**src/rtl/flex_rx_deser_pkg.sv**
```systemverilog
// Shared constants and helpers for the flex_rx_deser receive deserialiser.
// FIFO entry layout is {parity_flag, data[NUM_BITS-1:0]}, with the flag present only when FLEX_RX_DESER_PARITY_EN is defined.
package flex_rx_deser_pkg;

  localparam logic SR_IDLE_VALUE = 1'b1;
  // XOR over data plus parity bit that marks a good word (even parity).
  localparam logic PARITY_EVEN   = 1'b0;

`ifdef FLEX_RX_DESER_PARITY_EN
  localparam int ENTRY_PAR_W = 1;
`else
  localparam int ENTRY_PAR_W = 0;
`endif

  function automatic int count_width(input int n);
    return $clog2(n + 1);
  endfunction

  function automatic int entry_width(input int num_bits);
    return num_bits + ENTRY_PAR_W;
  endfunction

endpackage

```
**src/rtl/flex_rx_deser_fifo.sv**
```systemverilog
// Completed-word FIFO; a push into a full FIFO is accepted only when a pop happens on the same edge.
module flex_rx_deser_fifo #(
  parameter int WIDTH = 8,
  parameter int DEPTH = 2
) (
  input  logic             clk,
  input  logic             n_rst,
  input  logic             clear,
  input  logic             push,
  input  logic             pop,
  input  logic [WIDTH-1:0] push_data,
  output logic             full,
  output logic             empty,
  output logic [WIDTH-1:0] head
);
  localparam int AW = $clog2(DEPTH);

  logic [AW:0]      wr_ptr, rd_ptr;
  logic [WIDTH-1:0] mem [DEPTH];
  logic             do_pop, do_push;

  assign empty   = (wr_ptr == rd_ptr);
  assign full    = (wr_ptr[AW] != rd_ptr[AW]) && (wr_ptr[AW-1:0] == rd_ptr[AW-1:0]);
  assign do_pop  = pop && !empty;
  assign do_push = push && (!full || do_pop);

  always_ff @(posedge clk or negedge n_rst) begin
    if (!n_rst) begin
      wr_ptr <= '0;
      rd_ptr <= '0;
    end else if (clear) begin
      wr_ptr <= '0;
      rd_ptr <= '0;
    end else begin
      if (do_push) wr_ptr <= wr_ptr + (AW+1)'(1);
      if (do_pop)  rd_ptr <= rd_ptr + (AW+1)'(1);
    end
  end

  // When full, the write slot is the one being popped, so the old value leaves as the new one lands.
  always_ff @(posedge clk) begin
    if (do_push && !clear) mem[wr_ptr[AW-1:0]] <= push_data;
  end

  assign head = empty ? '0 : mem[rd_ptr[AW-1:0]];

endmodule

```
**src/rtl/flex_rx_deser.sv**
```systemverilog
// Serial-to-parallel receive deserialiser with word framing, output FIFO and sticky overrun.
// Optional even-parity checking is enabled by defining FLEX_RX_DESER_PARITY_EN.
module flex_rx_deser
  import flex_rx_deser_pkg::*;
#(
  parameter int NUM_BITS   = 8,
  parameter int SHIFT_MSB  = 0,
  parameter int FIFO_DEPTH = 2
) (
  input  logic                           clk,
  input  logic                           n_rst,
  input  logic                           shift_enable,
  input  logic                           serial_in,
  input  logic                           clear,
  input  logic                           out_ready,
  output logic                           out_valid,
  output logic [NUM_BITS-1:0]            parallel_out,
  output logic                           parity_error,
  output logic                           overrun,
  output logic [count_width(NUM_BITS)-1:0] bit_count
);
  localparam int WORD_LEN = NUM_BITS + ENTRY_PAR_W;
  localparam int CNT_W    = count_width(NUM_BITS);
  localparam int ENTRY_W  = entry_width(NUM_BITS);

  logic [WORD_LEN-1:0] sr_q, sr_next;
  logic [CNT_W-1:0]    cnt_q;
  logic                overrun_q;
  logic                word_done, pop, full, empty;
  logic [NUM_BITS-1:0] word_data;
  logic [ENTRY_W-1:0]  push_entry, head_entry;

  // The shift register spans the whole frame, so a trailing parity bit sits outside the data slice.
  generate
    if (SHIFT_MSB != 0) begin : g_msb_first
      assign sr_next   = {sr_q[WORD_LEN-2:0], serial_in};
      assign word_data = sr_next[WORD_LEN-1 -: NUM_BITS];
    end else begin : g_lsb_first
      assign sr_next   = {serial_in, sr_q[WORD_LEN-1:1]};
      assign word_data = sr_next[NUM_BITS-1:0];
    end
  endgenerate

  assign word_done = shift_enable && !clear && (cnt_q == CNT_W'(WORD_LEN-1));
  assign pop       = out_ready && !empty;

`ifdef FLEX_RX_DESER_PARITY_EN
  assign push_entry   = {(^sr_next) ^ PARITY_EVEN, word_data};
  assign parity_error = head_entry[ENTRY_W-1];
`else
  assign push_entry   = word_data;
  assign parity_error = 1'b0;
`endif

  always_ff @(posedge clk or negedge n_rst) begin
    if (!n_rst) begin
      sr_q      <= {WORD_LEN{SR_IDLE_VALUE}};
      cnt_q     <= '0;
      overrun_q <= 1'b0;
    end else if (clear) begin
      sr_q      <= {WORD_LEN{SR_IDLE_VALUE}};
      cnt_q     <= '0;
      overrun_q <= 1'b0;
    end else begin
      if (shift_enable) begin
        sr_q  <= sr_next;
        cnt_q <= word_done ? '0 : cnt_q + CNT_W'(1);
      end
      if (word_done && full && !pop) overrun_q <= 1'b1;
    end
  end

  flex_rx_deser_fifo #(
    .WIDTH (ENTRY_W),
    .DEPTH (FIFO_DEPTH)
  ) u_fifo (
    .clk       (clk),
    .n_rst     (n_rst),
    .clear     (clear),
    .push      (word_done),
    .pop       (pop),
    .push_data (push_entry),
    .full      (full),
    .empty     (empty),
    .head      (head_entry)
  );

  assign out_valid    = !empty;
  assign parallel_out = head_entry[NUM_BITS-1:0];
  assign overrun      = overrun_q;
  assign bit_count    = cnt_q;

endmodule

```
**config.mk**
```make
export PLATFORM = sky130hd
export DESIGN_NAME = flex_rx_deser
export DESIGN_NICKNAME = d
export VERILOG_FILES = /design/src/rtl/flex_rx_deser_pkg.sv /design/src/rtl/flex_rx_deser_fifo.sv /design/src/rtl/flex_rx_deser.sv
export SDC_FILE = /design/constraint.sdc
export NUM_CORES = 1
export LEC_CHECK = 0
export ABC_CLOCK_PERIOD_IN_PS = 2000
export BUFFER_PORTS_ARGS = -buffer_cell sky130_fd_sc_hd__buf_2
export CAP_MARGIN = 20
export CORE_MARGIN = 2
export CORE_UTILIZATION = 27
export CTS_BUF_LIST = sky130_fd_sc_hd__clkbuf_8
export DETAILED_ROUTE_END_ITERATION = 8
export SYNTH_ARGS = -nofsm -noshare
export SYNTH_HDL_FRONTEND = slang
export SYNTH_SLANG_ARGS = --single-unit
```
**constraint.sdc**
```tcl
create_clock -name clk -period 2 [get_ports clk]
set_input_delay 0.4 -clock clk [delete_from_list [all_inputs] [get_ports clk]]
set_output_delay 0.4 -clock clk [all_outputs]
set_load 0.005 [all_outputs]
```
# [Word-level counts from Yosys, hierarchy flattened]
# Memory sizes are Yosys's and may differ from the RTL's.
# Cells that the tools add are included.
[totals] regBits=17 latchBits=0 ram_bits=16 word_cells=45 memories=1 input_bits=6 rom_bits=0 out_inout_bits=15
[classes] addsub=3 order_cmp=0 shift=0 reduce_logical=18 n_eq_ne=4 muxes=14 n_mul=0 div=0 bitwise=0
[mem_list] memory="u_fifo.mem" depth=2 width=8 read_ports=1 rd_ports_with_merged_regs=0 write_ports=1 line_no="flex_rx_deser_fifo.sv:19" text="logic [WIDTH-1:0] mem [DEPTH];"
[ops] cell="8-bit 2-to-1 mux" n=3
[ops] cell="4-bit 2-to-1 mux" n=3
[ops] cell="1-bit logical AND" n=9
[ops] cell="2-bit 2-to-1 mux" n=4
[ops] cell="2-bit nonzero test" n=4
[ops] cell="2-bit by 1-bit adder with 2-bit output (second input constant)" n=2
[ops] cell="4-bit by 1-bit adder with 4-bit output (second input constant)" n=1
[ops] cell="4-bit by 3-bit equality test with 1-bit output (second input constant)" n=1
[ops] cell="1-bit zero test" n=4
[ops] cell="1-bit 2-to-1 mux" n=4
[ops] cell="2-bit equality test" n=1
[ops] cell="1-bit equality test" n=1
[ops] cell="1-bit logical OR" n=1
[ops] cell="1-bit inequality test" n=1

# [Logic depth before layout (Yosys ltp)]
[logic_depth] word_depth=9 depth_mapped=5

# [Modules after synthesis]
# From an unflattened synthesis, not the netlist that was laid out.
[unflattened] cells_unflattened=122 hier_area_um2=1519.0
[by_module_without_submodules] module="flex_rx_deser_fifo" cells_each=72 n_inst=1 area_each_um2=925.9
[by_module_without_submodules] module="flex_rx_deser" cells_each=50 n_inst=1 area_each_um2=593.1

# [Worst setup path after synthesis]
# No wires, ideal clock.
[synth_timing] kind="flip-flop to flip-flop" start="reg cnt_q[0] (netlist: bit_count[0])" end="mem u_fifo.mem[1][0], enable pin" slack_ns=0.153 setup_time_ns=0.383 t_arrival_ns=1.463 stages_incl_launch_ff=4 path_cell_list="dfrtp_1 ha_1 nand4b_1 nor3_1"
[synth_between] elab_chain_len=6
[synth_lines] element="start, declared" line_no="flex_rx_deser.sv:27" text="logic [CNT_W-1:0] cnt_q;"
[synth_lines] element="start signal, assigned" line_no="flex_rx_deser.sv:67" text="cnt_q <= word_done ? '0 : cnt_q + CNT_W'(1);"
[synth_lines] element="4-bit by 3-bit equality test with 1-bit output" line_no="flex_rx_deser.sv:44" text="assign word_done = shift_enable && !clear && (cnt_q == CNT_W'(WORD_LEN-1));"
[synth_lines] element="1-bit logical AND" line_no="flex_rx_deser.sv:44"
[synth_lines] element="1-bit logical AND" line_no="flex_rx_deser_fifo.sv:25" text="assign do_push = push && (!full || do_pop);"
[synth_lines] element="1-bit logical AND" line_no="flex_rx_deser_fifo.sv:42" text="if (do_push && !clear) mem[wr_ptr[AW-1:0]] <= push_data;"
[synth_lines] element="1-bit 2-to-1 mux" line_no="flex_rx_deser_fifo.sv:42"
[synth_lines] element="1-bit 2-to-1 mux (not written as such)" line_no="flex_rx_deser_fifo.sv:42"
[synth_lines] element="end, declared" line_no="flex_rx_deser_fifo.sv:19"
# No other way between the ends.

# [Final worst setup path]
[layout_timing] start="reg u_fifo.wr_ptr[0]" end="out parallel_out[4]"
[layout_between] elab_chain_len=2
[layout_lines] element="start, declared" line_no="flex_rx_deser_fifo.sv:18" text="logic [AW:0] wr_ptr, rd_ptr;"
[layout_lines] element="start signal, assigned" line_no="flex_rx_deser_fifo.sv:35" text="if (do_push) wr_ptr <= wr_ptr + (AW+1)'(1);"
[layout_lines] element="2-bit equality test" line_no="flex_rx_deser_fifo.sv:22" text="assign empty = (wr_ptr == rd_ptr);"
[layout_lines] element="8-bit 2-to-1 mux" line_no="flex_rx_deser_fifo.sv:45" text="assign head = empty ? '0 : mem[rd_ptr[AW-1:0]];"
[layout_lines] element="end, declared" line_no="flex_rx_deser.sv:17" text="output logic [NUM_BITS-1:0] parallel_out,"
# No other way between the ends.

==> metrics <==
HPWL Detailed between 1.5 and 2 mm; crit-path max FO 9; r2r startpoint bit_count[0]; setup ws final ~160 ps; WL final 2.611 mm; vias in the first global route about 870; LEAKAGE a little over 0.7 nW; number of synthesized register bits 32; critical path required time 1600 ps; post-CTS repair timing setup buffer count 0; reg2reg setup slack 280 ps; clock latency on the worst-skew pair 280 ps; clk buf depth 2; Worst Skew between 3 and 4 ps; terminus of the critical flop-to-flop path u_fifo.mem[0][5]; critical path type reg2out; WHS about 22 ps; die width 77.70 um; Setup crit end kind output port; yosys warns 0; CP arrival approximately 1400 ps; CTS tree built; port bufs 19; clk slew on worst S/H paths 70 ps; final hold violations 0; Worst Setup SP u_fifo.wr_ptr[0]; diodes inserted 0; layout cell share with drive strength beyond 1 0.3431; H-Tree Depth 2; wire per inst around 13 um; Clock Sinks 32; dpl ws between 200 and 300 ps; end-of-flow core utilization 0.3394; Synth area leader edfxtp_1; Initial Utilization 0.2835; die height about 78 um; Num CTS Buffers 5; Routed Antenna Nets 0; Vias per Instance ~4.4; Most used DFF post-synth edfxtp_1; 1st-iter DRT viols a little over 60; switching power 0.0002836 W; post-placement cell area 0.001632 mm2; Finished Cell Area 0.001755 mm2; CTS root buf clkbuf_8; global route total overflow 0; Post-CTS Hold Buffers 0; slowest stage delay, CP roughly 500 ps; RSZ-0062 raised after global routing no; via count 906; Syn Inst Count between 100 and 150; drt drc 0; post-layout min period ~1800 ps; Total GRT Usage 0.09557; area growth from synthesis to layout 19.71%; final cycle utilization of the critical path 0.9209; Rows 26; Logic pwr share 0.044; initial antenna violation count 0; Mapped Area between 0.001 and 0.0015 mm2; Filler cells 513; Reg2Reg Depth 4; max-cap violations 0; top-area cell type share of the netlist area 0.3276; final setup TNS 0 ps; final net count ~140; I/O Pins 21; CP startpoint kind flip-flop; status finished, final reports clean; synth cell count leaders nor2_1 (17), edfxtp_1 (16), dfrtp_1 (9), mux2i_1 (9), nor2b_1 (8); VDD IR max ~0.35 mV; Hold WC Path Type in2async; Netlist cell types 36; endpoints failing setup 0; register area share after synthesis 0.6067; Pre-antenna DRT Iters 6; Resized cells post-CTS 0; core area roughly 0.0052 mm2; Sequential Power Share 0.522; Synth Net Count 120; CP Cell Sequence xor2_2 > nor2_4 > nor2_1 > buf_2; first-pass GRT wire length 4.374 mm; EDFF count, synth 16; Worst setup endpoint parallel_out[4]; clock network fraction of total power 0.434; largest net degree at the start of global routing 20; multi-input logic area 534.3 um2; GP Congestion approximately 0.76; slowest CP cell dfrtp_1; Syn Area/Cell roughly 13 um2; Power Dens Cells 792.1 mW/mm2; Pint 0.001107 W; Die ar. between 0.006 and 0.007 mm2; Seq. cell area 889.6 um2; switch share 0.2039; Synth area leaders edfxtp_1 (33%), dfrtp_1 (15%), dfstp_2 (13%); Post-synth ARST share 0.5000; most frequent cell after synthesis nor2_1; Fmax roughly 540 MHz; fin. max-slew vios 0
power groups by stage:
stage / registers [W] / logic (W) / clock network [W]
after floorplan: 0.000734 / 0.0000405 / 0
after global placement: 0.000737 / 0.0000587 / 0
after detailed placement: 0.000738 / 0.0000615 / 0
after CTS: 0.000725 / 0.0000615 / 0.000628
after global routing: 0.000728 / 0.0000693 / 0.000657
final: 0.000726 / 0.0000607 / 0.000604
kinds of logic after synthesis:
group                      Yosys count  synth area share
muxes                               11           0.07679
other                                1          0.002557
adders and majority gates            1          0.008531
AOI/OAI and AO/OA                   15           0.09045
and+or+nand+nor                     40            0.1485
xor gates and xnor gates             4           0.02902
DFF                                 32            0.6067
buffers and inverters                9           0.03754
cell usage in the layout, fill, tap and decap left out, types with 2 or more instances in the layout:
master    count
nand2_1       4
dfstp_2       7
buf_4         4
clkbuf_8      5
inv_1         2
dfrtp_1       9
a211o_1       7
nor2b_1       8
edfxtp_1     16
nor2_1       17
mux2i_1       9
buf_2        19
xor2_2        2
a21oi_1       4
per-layer routing:
layer	up-vias	share of wire	wire (um)	GRT usage
li1	442	-	-	-
met1	432	0.51	1335	0.1179
met2	28	0.42	1089	0.1440
met3	4	0.046	120	0.03488
met4	0	0.025	65	0.05357
met5	-	0	0	0
registers in the layout, summed over array words and instances, names as in the netlist:
name / cells
sr_q: 7
overrun: 1
u_fifo.mem: 16
bit_count: 4
u_fifo.wr_ptr: 2
u_fifo.rd_ptr: 2
metrics by stage:
| step | instances | total power (W) |
|---|---|---|
| CTS | 207 | 0.001415 |
| global route | 207 | 0.001454 |
| floorplan | 113 | 0.0007746 |
| detailed placement | 199 | 0.0007997 |
| global placement | 199 | 0.0007957 |
| finish | 207 | 0.001390 |
final cells by class:
class | instances | area share
multi-input combinational | 72 | 0.3043
clock inverter | 3 | 0.02423
tap | 70 | 0.04989
inverter | 2 | 0.004277
sequential | 32 | 0.5068
timing repair buffer | 23 | 0.07128
clock buffer | 5 | 0.03920
worst max-delay path, delay by kind of cell (launching register included):
kind / cells / cell delay [ps]
buffers and inverters: 1 / 130
XOR/XNOR: 1 / 240
AND/OR/NAND/NOR: 2 / 300
flip-flops: 1 / 490
how the worst min path moves through the flow:
stage	startpoint	to	slack (ps)	cells after the start
after detailed placement	n_rst	u_fifo.rd_ptr[0]	340	1
after floorplan	n_rst	bit_count[0]	100	0
final	n_rst	u_fifo.rd_ptr[0]	20	1
after global routing	n_rst	bit_count[1]	40	1
after global placement	n_rst	u_fifo.rd_ptr[1]	330	1
after CTS	n_rst	bit_count[1]	30	1
No activity file was read; power rests on OpenSTA's default activity.
